$ cat config.mk
export PLATFORM = sky130hd
export DESIGN_NAME = data_mem_bridge
export DESIGN_NICKNAME = d
export VERILOG_FILES = /design/src/rtl/mmix_defs.sv /design/src/rtl/mem_lane_steer.sv /design/src/rtl/data_mem_bridge.sv
export SDC_FILE = /design/constraint.sdc
export NUM_CORES = 1
export LEC_CHECK = 0
export ABC_CLOCK_PERIOD_IN_PS = 6050
export BUFFER_PORTS_ARGS = -buffer_cell sky130_fd_sc_hd__buf_2
export CORE_MARGIN = 2
export CORE_UTILIZATION = 40
export CTS_BUF_LIST = sky130_fd_sc_hd__clkbuf_8
export DETAILED_ROUTE_END_ITERATION = 10
export PLACE_DENSITY = 0.65
export SLEW_MARGIN = 40
export SYNTH_ARGS = -nofsm -noshare
export SYNTH_HDL_FRONTEND = slang
export SYNTH_SLANG_ARGS = --single-unit
$ cat constraint.sdc
create_clock -name clk -period 6.05 [get_ports clk]
set_clock_uncertainty 0.05 [all_clocks]
set_input_delay 1.21 -clock clk [delete_from_list [all_inputs] [get_ports clk]]
set_output_delay 1.21 -clock clk [all_outputs]
set_load 0.02 [all_outputs]
$ cat src/rtl/mmix_defs.sv
// rtl/mmix_defs.sv - shared MMIX memory-port types and helpers
//
// Purpose: access-size and bridge-state enums plus the helper that gives the
// highest request byte-address bit a backend of a given word width decodes.
// Ports: none (package).

package mmix_defs;

  typedef enum logic [1:0] {
    MS_BYTE  = 2'd0,
    MS_WYDE  = 2'd1,
    MS_TETRA = 2'd2,
    MS_OCTA  = 2'd3
  } mem_size_t;

  typedef enum logic [2:0] {
    S_IDLE,
    S_RD0,
    S_RDV0,
    S_RD1,
    S_RDV1,
    S_WR0,
    S_WR1,
    S_DONE
  } bridge_state_t;

  // A backend addressing 2**av_addr_width tetras decodes byte-address bits
  // [av_addr_width+1:0]; this returns the top one of those.
  function automatic int mem_hi_bit(input int av_addr_width);
    return av_addr_width + 1;
  endfunction

endpackage

$ cat src/rtl/mem_lane_steer.sv
// rtl/mem_lane_steer.sv - big-endian lane steering for a 32-bit bus
//
// Purpose: maps an MMIX access (size, low address bits) onto a 32-bit
// big-endian data bus where lane [31:24] holds the lowest byte address.
// Ports:
//   size        in  2   access size (mem_size_t encoding)
//   addr_lo     in  2   aligned byte address bits [1:0]
//   beat        in  1   octa second beat (low tetra of the store data)
//   wdata       in  64  right-justified store data
//   rdata       in  32  bus read data
//   byteenable  out 4   bus byte enables
//   wlanes      out 32  bus write data
//   rextract    out 32  addressed lane(s) shifted to bit 0, zero-filled

module mem_lane_steer
  import mmix_defs::*;
(
  input  logic [1:0]  size,
  input  logic [1:0]  addr_lo,
  input  logic        beat,
  input  logic [63:0] wdata,
  input  logic [31:0] rdata,
  output logic [3:0]  byteenable,
  output logic [31:0] wlanes,
  output logic [31:0] rextract
);

  always_comb begin
    byteenable = 4'b1111;
    wlanes     = wdata[31:0];
    rextract   = rdata;
    case (size)
      MS_BYTE: begin
        byteenable = 4'b1000 >> addr_lo;
        wlanes     = {4{wdata[7:0]}};
        // Byte at address a sits at bit 8*(3-a); 3-a is ~a for two bits.
        rextract   = {24'b0, 8'(rdata >> {~addr_lo, 3'b000})};
      end
      MS_WYDE: begin
        byteenable = addr_lo[1] ? 4'b0011 : 4'b1100;
        wlanes     = {2{wdata[15:0]}};
        rextract   = {16'b0, (addr_lo[1] ? rdata[15:0] : rdata[31:16])};
      end
      MS_TETRA: begin
        byteenable = 4'b1111;
        wlanes     = wdata[31:0];
      end
      MS_OCTA: begin
        byteenable = 4'b1111;
        // Big-endian: the high tetra lives at the lower word address.
        wlanes     = beat ? wdata[31:0] : wdata[63:32];
      end
      default: ;
    endcase
  end

endmodule

$ cat src/rtl/data_mem_bridge.sv
// rtl/data_mem_bridge.sv - MMIX memory port to 32-bit Avalon-MM bridge
//
// Purpose: services one byte/wyde/tetra/octa request at a time from the
// execution unit over a 32-bit Avalon-MM master; octas take two tetra beats.
// Optional feature macro: MEM_BOUNDS_CHECK_EN (out-of-range requests fault
// without touching the backend).
// Ports:
//   clk, reset_n                      clock, async active-low reset
//   mem_address/datasize/read/write   request from initiator (levels)
//   mem_writedata, mem_readdata       right-justified store/load data
//   mem_done, mem_fault               one-cycle completion / fault pulses
//   av_*                              Avalon-MM master to SDRAM controller

module data_mem_bridge
  import mmix_defs::*;
#(
  parameter int AV_ADDR_WIDTH = 21
) (
  input  logic                     clk,
  input  logic                     reset_n,
  input  logic [63:0]              mem_address,
  input  logic [1:0]               mem_datasize,
  input  logic                     mem_read,
  input  logic                     mem_write,
  input  logic [63:0]              mem_writedata,
  output logic [63:0]              mem_readdata,
  output logic                     mem_done,
  output logic                     mem_fault,
  output logic [AV_ADDR_WIDTH-1:0] av_address,
  output logic [3:0]               av_byteenable,
  output logic                     av_read,
  output logic                     av_write,
  output logic [31:0]              av_writedata,
  input  logic [31:0]              av_readdata,
  input  logic                     av_waitrequest,
  input  logic                     av_readdatavalid
);

  localparam int HI = mem_hi_bit(AV_ADDR_WIDTH);

  bridge_state_t state, next_state;

  mem_size_t   size_q;
  logic [1:0]  lo_q;
  logic [63:0] wdata_q;
  logic        is_write_q;
  logic [31:0] hi_q;

  logic        req;
  logic        req_live;
  logic        beat;
  logic        oor;
  logic [2:0]  lo_aligned;
  logic [3:0]  steer_be;
  logic [31:0] steer_wd;
  logic [31:0] steer_rd;

  assign req = mem_read | mem_write;
  // The initiator keeps the sampled request high until mem_done; dropping
  // it earlier withdraws the request.
  assign req_live = is_write_q ? mem_write : mem_read;
  assign beat = (state == S_RD1) || (state == S_RDV1) || (state == S_WR1);

`ifdef MEM_BOUNDS_CHECK_EN
  logic fault_q;
  assign oor = |mem_address[63:HI+1];
`else
  logic unused_hi;
  assign unused_hi = |mem_address[63:HI+1];
  assign oor = 1'b0;
`endif

  // Align down to the access size; bits above [2] never change.
  always_comb begin
    lo_aligned = mem_address[2:0];
    case (mem_size_t'(mem_datasize))
      MS_BYTE:  lo_aligned = mem_address[2:0];
      MS_WYDE:  lo_aligned = {mem_address[2:1], 1'b0};
      MS_TETRA: lo_aligned = {mem_address[2], 2'b00};
      MS_OCTA:  lo_aligned = 3'b000;
      default:  ;
    endcase
  end

  mem_lane_steer u_steer (
    .size       (size_q),
    .addr_lo    (lo_q),
    .beat       (beat),
    .wdata      (wdata_q),
    .rdata      (av_readdata),
    .byteenable (steer_be),
    .wlanes     (steer_wd),
    .rextract   (steer_rd)
  );

  always_ff @(posedge clk or negedge reset_n) begin
    if (!reset_n) state <= S_IDLE;
    else          state <= next_state;
  end

  always_comb begin
    next_state    = state;
    av_read       = 1'b0;
    av_write      = 1'b0;
    av_byteenable = 4'b0000;
    av_writedata  = 32'b0;
    mem_done      = 1'b0;
    mem_fault     = 1'b0;
    case (state)
      S_IDLE: begin
        if (req) begin
          if (oor)            next_state = S_DONE;
          else if (mem_write) next_state = S_WR0;
          else                next_state = S_RD0;
        end
      end
      S_WR0: begin
        av_write      = 1'b1;
        av_byteenable = steer_be;
        av_writedata  = steer_wd;
        if (!av_waitrequest) begin
          if (!req_live)               next_state = S_IDLE;
          else if (size_q == MS_OCTA)  next_state = S_WR1;
          else                         next_state = S_DONE;
        end
      end
      S_WR1: begin
        av_write      = 1'b1;
        av_byteenable = steer_be;
        av_writedata  = steer_wd;
        if (!av_waitrequest) next_state = req_live ? S_DONE : S_IDLE;
      end
      S_RD0: begin
        av_read       = 1'b1;
        av_byteenable = steer_be;
        if (!av_waitrequest) next_state = S_RDV0;
      end
      S_RDV0: begin
        if (av_readdatavalid) begin
          if (!req_live)               next_state = S_IDLE;
          else if (size_q == MS_OCTA)  next_state = S_RD1;
          else                         next_state = S_DONE;
        end
      end
      S_RD1: begin
        av_read       = 1'b1;
        av_byteenable = steer_be;
        if (!av_waitrequest) next_state = S_RDV1;
      end
      S_RDV1: begin
        if (av_readdatavalid) next_state = req_live ? S_DONE : S_IDLE;
      end
      S_DONE: begin
        mem_done   = 1'b1;
`ifdef MEM_BOUNDS_CHECK_EN
        mem_fault  = fault_q;
`endif
        next_state = S_IDLE;
      end
      default: next_state = S_IDLE;
    endcase
  end

  always_ff @(posedge clk or negedge reset_n) begin
    if (!reset_n) begin
      size_q       <= MS_BYTE;
      lo_q         <= 2'b00;
      wdata_q      <= 64'b0;
      is_write_q   <= 1'b0;
      hi_q         <= 32'b0;
      av_address   <= '0;
      mem_readdata <= 64'b0;
`ifdef MEM_BOUNDS_CHECK_EN
      fault_q      <= 1'b0;
`endif
    end else begin
      if (state == S_IDLE && req) begin
        size_q     <= mem_size_t'(mem_datasize);
        lo_q       <= lo_aligned[1:0];
        wdata_q    <= mem_writedata;
        is_write_q <= mem_write;
        av_address <= {mem_address[HI:3], lo_aligned[2]};
`ifdef MEM_BOUNDS_CHECK_EN
        fault_q    <= oor;
        if (oor && !mem_write) mem_readdata <= 64'b0;
`endif
      end
      // Octa second beat targets the next tetra.
      if ((state == S_WR0 && next_state == S_WR1) ||
          (state == S_RDV0 && next_state == S_RD1))
        av_address <= av_address + 1'b1;
      if (state == S_RDV0 && next_state == S_RD1)
        hi_q <= av_readdata;
      // Load data only changes when a read actually completes.
      if ((state == S_RDV0 || state == S_RDV1) && next_state == S_DONE)
        mem_readdata <= (size_q == MS_OCTA) ? {hi_q, av_readdata}
                                            : {32'b0, steer_rd};
    end
  end

endmodule

Yosys cells after proc, flatten, opt, wreduce, memory -nomap -nowiden
Cells that the tools add are included.
{"block": "classes", "add_sub_neg": 1, "n_eq_ne": 16, "n_shift": 2, "muxes": 30, "bitwise": 2, "reduce_logical": 16}
{"operator": "$pmux 32 s4", "n": 1}
{"operator": "$mux 32", "n": 2}
{"operator": "$mux 64", "n": 1}
{"operator": "$pmux 32 s2", "n": 1}
{"operator": "$mux 21", "n": 2}
{"operator": "$mux 3", "n": 12}
{"operator": "$shr 32x5->8", "n": 1}
{"operator": "$pmux 3 s8", "n": 1}
{"operator": "$add 21x1->21 const B", "n": 1}
{"operator": "$eq 3x3->1 const B", "n": 6}
{"operator": "$mux 16", "n": 1}
{"operator": "$pmux 3 s4", "n": 1}
{"operator": "$pmux 4 s3", "n": 1}
{"operator": "$eq 3x2->1 const B", "n": 3}
{"operator": "$eq 2x2->1 const B", "n": 4}
{"operator": "$mux 4", "n": 2}
{"operator": "$reduce_or 2->1", "n": 3}
{"operator": "$mux 1", "n": 5}
{"operator": "$eq 2x1->1 const B", "n": 2}
{"operator": "$logic_and 1x1->1", "n": 4}
{"operator": "$logic_not 2->1", "n": 2}
{"operator": "$logic_or 1x1->1", "n": 4}
{"operator": "$reduce_or 4->1", "n": 1}
{"operator": "$shr 4x2->4 const A", "n": 1}
{"operator": "5 further kinds", "n": 5}
{"block": "totals", "reg_bits": 189, "in_bits": 168, "output_inout_bits": 125, "wordCells": 75}

Longest topological paths before layout
Gate-level depths: netlist (run 1).
{"block": "depth", "depth_word": 9, "depth_mapped": 11, "mapped_depth_nobuf": 7}

By module
A second synthesis (run 1) with hierarchy kept.
{"block": "hier_totals", "hier_cells": 1210, "hier_area_um2": 9862.0}
{"mod": "data_mem_bridge", "n_inst": 1, "cells_each": 1017, "area_each_um2": 8630.8}
{"mod": "mem_lane_steer", "n_inst": 1, "cells_each": 193, "area_each_um2": 1231.2}

Least setup slack after synthesis (run 1)
OpenSTA, ideal clock, no wires.
{"block": "synth_path", "kind": "register -> output", "from": "register state[0]", "to": "output av_writedata[0]", "arrival_time_ps": 1994, "required_ps": 4790, "path_slack_ps": 2796, "path_stages_with_launch": 10, "n_path_buf": 4, "cell_sequence": "dfrtp_1 > buf_6 > buf_2 > nand2_1 > mux2i_1 > or2_2 > clkbuf_1 > clkbuf_1 > nand2_1 > a21oi_1"}
{"block": "synth_via", "elab_chain_cells": 6, "elab_cells_between_ends": 10, "classes_between": "eq/ne: 4; mux: 3; reduce/logical: 3"}
{"item": "start: declaration", "line": "data_mem_bridge.sv:41", "source": "bridge_state_t state, next_state;"}
{"item": "start signal: assignment", "line": "data_mem_bridge.sv:98", "source": "else state <= next_state;"}
{"item": "$eq 3x2->1 / $eq 3x3->1 (equally long branches)", "line": "data_mem_bridge.sv:62", "source": "assign beat = (state == S_RD1) || (state == S_RDV1) || (state == S_WR1);"}
{"item": "$logic_or 1x1->1 (2 in a row)", "line": "data_mem_bridge.sv:62"}
{"item": "$mux 32", "line": "mem_lane_steer.sv:51", "source": "wlanes = beat ? wdata[31:0] : wdata[63:32];"}
{"item": "$pmux 32 s4", "line": "mem_lane_steer.sv:32", "source": "case (size)"}
{"item": "$mux 32 *", "line": "data_mem_bridge.sv:109", "source": "case (state)"}
{"item": "end: declaration", "line": "data_mem_bridge.sv:33", "source": "output logic [31:0] av_writedata,"}
Every way passes the cells marked *; elsewhere a longest branch is shown, timed or not.

Worst setup path after layout (run 1)
{"block": "layout_path", "from": "register size_q[1]", "to": "output av_writedata[14]"}
{"block": "layout_via", "elab_chain_cells": 3, "elab_cells_between_ends": 6, "classes_between": "eq/ne: 3; mux: 2; reduce/logical: 1"}
{"item": "start: declaration", "line": "data_mem_bridge.sv:43", "source": "mem_size_t size_q;"}
{"item": "start signal: assignment", "line": "data_mem_bridge.sv:178", "source": "size_q <= mem_size_t'(mem_datasize);"}
{"item": "$eq 2x2->1 (tied with other cells)", "line": "mem_lane_steer.sv:32"}
{"item": "$pmux 32 s4 *", "line": "mem_lane_steer.sv:32"}
{"item": "$mux 32 *", "line": "data_mem_bridge.sv:109"}
Marks and branches as above.

==> results of run 1 <==
## power by group through the flow
| stage | registers, mW | logic, mW | clock network (mW) |
|---|---|---|---|
| floorplan | 2.25 | 1.82 | 0 |
| global placement | 2.19 | 2.74 | 0 |
| detailed placement | 2.21 | 2.81 | 0 |
| CTS | 2.18 | 2.82 | 0.877 |
| global route | 2.26 | 3.15 | 0.930 |
| finish | 2.19 | 2.82 | 0.854 |
## stage by stage
stage,hold slack (ps),instances,worst slack (ps)
6_report,432,1643,1370
5_1_grt,456,1643,1230
4_1_cts,439,1642,1390
3_5_place_dp,412,1610,1940
3_3_place_gp,407,1609,1930
2_1_floorplan,396,1110,2800
## cells in the mapped netlist (4+ instances only)
master	count	area share, %
a211o_1	5	0.47
o221ai_1	5	0.47
o211ai_1	4	0.32
nand2_1	376	15
a22oi_1	4	0.32
a211oi_1	7	0.56
a221oi_1	25	2.3
o21ai_0	103	5.5
mux2i_1	13	1.4
buf_4	4	0.32
a31oi_1	6	0.40
clkbuf_1	45	1.8
dfrtp_1	189	51
buf_1	4	0.16
nand3_1	19	1.0
nor2_1	61	2.5
mux2_2	17	2.1
o21ai_1	4	0.21
nor3_1	17	0.91
nand4_1	4	0.27
and3_1	22	1.5
buf_2	21	1.1
o22ai_1	16	1.1
or3_1	6	0.40
a21oi_1	52	2.8
inv_1	25	1.0
nor2b_1	4	0.27
## how the worst max path moves through the flow
stage | from | end | slack [ps]
after global placement | size_q[1] | av_writedata[12] | 1930
after detailed placement | size_q[1] | av_writedata[12] | 1940
after floorplan | state[0] | av_writedata[0] | 2800
after global routing | size_q[1] | av_writedata[14] | 1230
after CTS | size_q[1] | av_writedata[14] | 1390
final | size_q[1] | av_writedata[14] | 1370
## final cells by class
cell class	instances	area, sq um	share of cell area (%)
flip-flops and latches	189	4730	42.0
multi-input cells	821	4240	37.7
repair buffers	263	1390	12.4
well taps	313	392	3.48
clock buffers	17	234	2.08
clock inverters	15	171	1.52
inverters	25	93.8	0.834
## sequential cells by signal, summed over array words and instances, names as in the netlist
signal / flops
mem_readdata: 64
wdata_q: 64
av_address: 21
lo_q: 2
state: 3
size_q: 2
is_write_q: 1
hi_q: 32
## metal layers
metal,GRT usage [%],vias up,routed length (um)
li1,-,4197,-
met1,33.6,4161,13000
met2,36.5,316,13300
met3,4.40,32,1970
met4,6.90,0,592
met5,0,-,0
## worst max-delay path, cell delays in order, from the launching register on
cell and delay [ps]:
dfrtp_1 900, buf_4 420, nand2_1 240, or2_2 530, nand2_1 320, o22ai_1 140, nor2_1 180, buf_2 200
## logic make-up (layout without fill, tap and decap cells)
logic type	count (synthesis)	count (layout)	synth area share, %
AO/OA/AOI/OAI	259	259	17.5
XOR/XNOR	3	3	0.282
AND/OR/NAND/NOR	527	527	23.4
adder cells (fa/ha/maj)	1	1	0.134
flip-flops	189	189	50.7
other	1	1	0.0402
buffers and inverters	100	320	4.55
multiplexers	30	30	3.45
==> metrics.md, run 1 <==
| Metric | Value |
|---|---|
| Outcome | `finished clean` |
| Root Driver | `clkbuf_8` |
| WP data required | `4790 ps` |
| Final core utilization | `49.4%` |
| Post-Syn Nets | `1279` |
| Drt total wl | `28900 um` |
| Tmin final | `4680 ps` |
| First-pass GRT wire length | `45100 um` |
| Critical R2R Launch | `size_q[1]` |
| Synth Cell Area | `9330 sq um` |
| Post-synthesis sequential area ratio | `50.7%` |
| Sw Pwr | `2.80 mW` |
| Endpoints failing setup | `0` |
| FF-to-FF End | `hi_q[22]` |
| Layout fillers | `2322` |
| Power Density | `521 nW/um^2` |
| Post-Place Cell Area | `10800 sq um` |
| Commonest non-fill, non-tap cell in the layout | `nand2_1` |
| Worst hold-check path type | `reg2reg` |
| Combinational share of power | `48.0%` |
| Ys Warns | `0` |
| # Post-CTS Setup Buffers | `0` |
| Tot Pwr | `5.86 mW` |
| Critical path startpoint category | `flop` |
| TritonCTS buffer count | `17` |
| Number of global-route vias before repair | `8193` |
| Crit-path max FO | `25` |
| Slew Limit Headroom | `44.0%` |
| Starting density of the core | `41.0%` |
| Total GRT Usage | `23.5%` |
| Post-DP HPWL | `20200 um` |
| Clock share of power | `14.6%` |
| Yosys cell types | `60` |
| Largest net degree at the start of global routing | `129` |
| Finished Cell Area | `11300 sq um` |
| Fraction of layout cells with a size suffix above 1 | `24.9%` |
| Most frequent cells in the layout | `376 x nand2_1, 249 x buf_2, 189 x dfrtp_1, 103 x o21ai_0, 61 x nor2_1` |
| F_max | `214 MHz` |
| Clock sinks | `189` |
| Peak supply drop | `0.228 mV` |
| DRT iter0 DRCs | `692` |
| Top Ports | `293` |
| Worst hold path startpoint | `mem_readdata[24]` |
| Pleak | `5.63 nW` |
| Total grt overflow | `0` |
| Sw Share | `47.7%` |
| Nets | `1486` |
| Syn Inst Count | `1110` |
| Clock slew at reported path FFs | `110 ps` |
| IO Port Bufs | `250` |
| # hold bufs at CTS | `0` |
| Drt pass-1 iters | `5` |
| Routed vias/inst | `5.30` |
| Worst skew pair latency | `470 ps` |
| Die H | `157 um` |
| Worst reg2reg setup slack | `2320 ps` |
| Final setup TNS | `0 ps` |
| Resized Gates After CTS | `0` |
| Worst-Margin Slew | `834 ps` |
| WL/cell | `17.6 um` |
| Register-to-Register Path Depth | `6` |
| Fin. Hold Viols | `0` |
| Internal power | `3.07 mW` |
| FP Rows | `55` |
| DIE AREA | `24600 sq um` |
| Layout area overhead | `20.6%` |
| Max Slew Vio Count | `0` |
| Syn Area/Cell | `8.41 sq um` |
| #FFs+latches synth | `189` |
| Routability-driven placement congestion ratio | `0.849` |
| Kind of end point of the critical path | `output port` |
| TritonCTS clock tree | `built` |
| Hold Crit Endpoint | `mem_readdata[24]` |
| Chip Width | `157 um` |
| RSZ-0062 raised after global routing | `no` |
| Diodes inserted | `0` |
| Antenna-violating nets left | `0` |
| Worst EP arrival | `3420 ps` |
| H-tree levels | `4` |
| Post-synth EDFFs | `0` |
| Top_reg_cell synth | `dfrtp_1` |
| Max Cap Viol | `0` |
| Antenna violations before repair | `0` |
| Vias after detailed routing | `8706` |
| Final period util | `77.3%` |
| Ys async rst share | `100%` |
| Crit Path Class | `reg2out` |
| Worst Hold Depth | `2` |
| CTS max path bufs | `2` |
| Sequential share of power | `37.4%` |
| # DRC | `0` |
| Core Region | `22800 sq um` |
Power figures use the tool's default switching activity.
==> inputs of run 2 (changes only) <==
- ABC_CLOCK_PERIOD_IN_PS: 6050 -> 4700
- clock period: 6.05 -> 4.7 ns (I/O delays scaled with it)
==> metrics.md, run 2 (same netlist as run 1, synthesis figures left out) <==
| Metric | Value |
|---|---|
| Max Slew Vio Count | `0` |
| Die H | `157 um` |
| Peak supply drop | `0.266 mV` |
| Critical R2R Launch | `size_q[1]` |
| Drt pass-1 iters | `7` |
| DIE AREA | `24600 sq um` |
| Worst EP arrival | `3080 ps` |
| Resized Gates After CTS | `0` |
| CP max stage cell | `dfrtp_1` |
| Root Driver | `clkbuf_8` |
| Nets | `1487` |
| Pleak | `5.63 nW` |
| Total GRT Usage | `23.6%` |
| Endpoints failing setup | `0` |
| Kind of end point of the critical path | `output port` |
| Register-to-Register Path Depth | `8` |
| Outcome | `finished clean` |
| H-tree levels | `4` |
| Chip Width | `157 um` |
| Most frequent cells in the layout | `376 x nand2_1, 249 x buf_2, 189 x dfrtp_1, 103 x o21ai_0, 61 x nor2_1` |
| Total grt overflow | `0` |
| Largest net degree at the start of global routing | `129` |
| Worst-Margin Slew | `848 ps` |
| Critical path startpoint category | `flop` |
| WP data required | `3710 ps` |
| Power Density | `670 nW/um^2` |
| Core Region | `22800 sq um` |
| Top Ports | `293` |
| Layout area overhead | `20.4%` |
| Slew Limit Headroom | `43.1%` |
| Worst reg2reg setup slack | `1220 ps` |
| # Post-CTS Setup Buffers | `0` |
| Antenna violations before repair | `0` |
| # DRC | `0` |
| # hold bufs at CTS | `0` |
| CP Buf/Inv Count | `1` |
| Final period util | `86.5%` |
| Worst hold-check path type | `in2async` |
| Drt total wl | `29200 um` |
| DRT iter0 DRCs | `850` |
| Cell Chain, Critical Path | `nand2_1, or2_2, nand2_1, o22ai_1, nor2_1, buf_2` |
| Tmin final | `4070 ps` |
| Post-DP HPWL | `20100 um` |
| Layout fillers | `2230` |
| Worst skew pair latency | `470 ps` |
| Clock slew at reported path FFs | `110 ps` |
| RSZ-0062 raised after global routing | `no` |
| CP delay by family, top | `simple AND/OR/NAND/NOR gates` |
| Most common cell on crit path | `nand2_1` |
| Vias after detailed routing | `8775` |
| Fraction of layout cells with a size suffix above 1 | `24.8%` |
| Number of global-route vias before repair | `8147` |
| Fin. Hold Viols | `0` |
| Commonest non-fill, non-tap cell in the layout | `nand2_1` |
| CTS max path bufs | `2` |
| Clock sinks | `189` |
| WHS | `360 ps` |
| Crit Path Class | `reg2out` |
| First-pass GRT wire length | `45200 um` |
| TritonCTS clock tree | `built` |
| Footprint of the multi-input gates | `4230 sq um` |
| FF+latch area | `4730 sq um` |
| Diodes inserted | `0` |
| FF-to-FF End | `av_address[8]` |
| FP Rows | `55` |
| Final setup TNS | `0 ps` |
| Starting density of the core | `41.0%` |
| TritonCTS buffer count | `17` |
| Routability-driven placement congestion ratio | `0.857` |
| WL/cell | `17.7 um` |
| IO Port Bufs | `250` |
| Routed vias/inst | `5.34` |
| CP max stage delay | `910 ps` |
| Max Cap Viol | `0` |
| Crit-path max FO | `22` |
| Antenna-violating nets left | `0` |
| Leading registers by flop count | `mem_readdata x64, wdata_q x64, hi_q x32` |
| F_max | `246 MHz` |
[run 2: area by class of cell]
cell class / instances / share of cell area (%)
flip-flops and latches: 189 / 42.1
well taps: 313 / 3.49
clock inverters: 15 / 1.36
clock buffers: 17 / 2.08
multi-input cells: 821 / 37.6
repair buffers: 264 / 12.5
inverters: 25 / 0.835
[run 2: stage by stage]
step	instance area, sq um	instances	util, %	power, mW	setup WS (ps)
detailed placement	10800	1612	47.5	6.45	1120
CTS	11200	1644	49.2	7.55	597
global placement	10800	1612	47.4	6.36	1110
finish	11200	1644	49.3	7.52	633
floorplan	9330	1110	-	5.24	1720
global route	11200	1644	49.3	8.13	471
[run 2: power breakdown]
| group | internal [mW] | leakage [nW] | switching (mW) |
|---|---|---|---|
| logic | 1.27 | 3.02 | 2.36 |
| clock network | 0.397 | 0.189 | 0.680 |
| registers | 2.27 | 2.42 | 0.550 |
| total | 3.94 | 5.63 | 3.59 |
[run 2: worst max path at each step]
stage,slack [ps],cells past startpoint,end,startpoint
after CTS,600,6,av_writedata[15],size_q[1]
final,630,6,av_writedata[15],size_q[1]
after global placement,1110,6,av_writedata[15],size_q[1]
after detailed placement,1120,8,av_address[8],size_q[1]
after floorplan,1720,9,av_writedata[0],state[0]
after global routing,470,6,av_writedata[15],size_q[0]
[run 2: metal layers]
layer | global-route usage [%] | wire length (um) | vias up
li1 | - | - | 4201
met1 | 34.1 | 13100 | 4145
met2 | 36.5 | 13500 | 389
met3 | 4.02 | 2060 | 40
met4 | 6.90 | 525 | 0
met5 | 0 | 0 | -
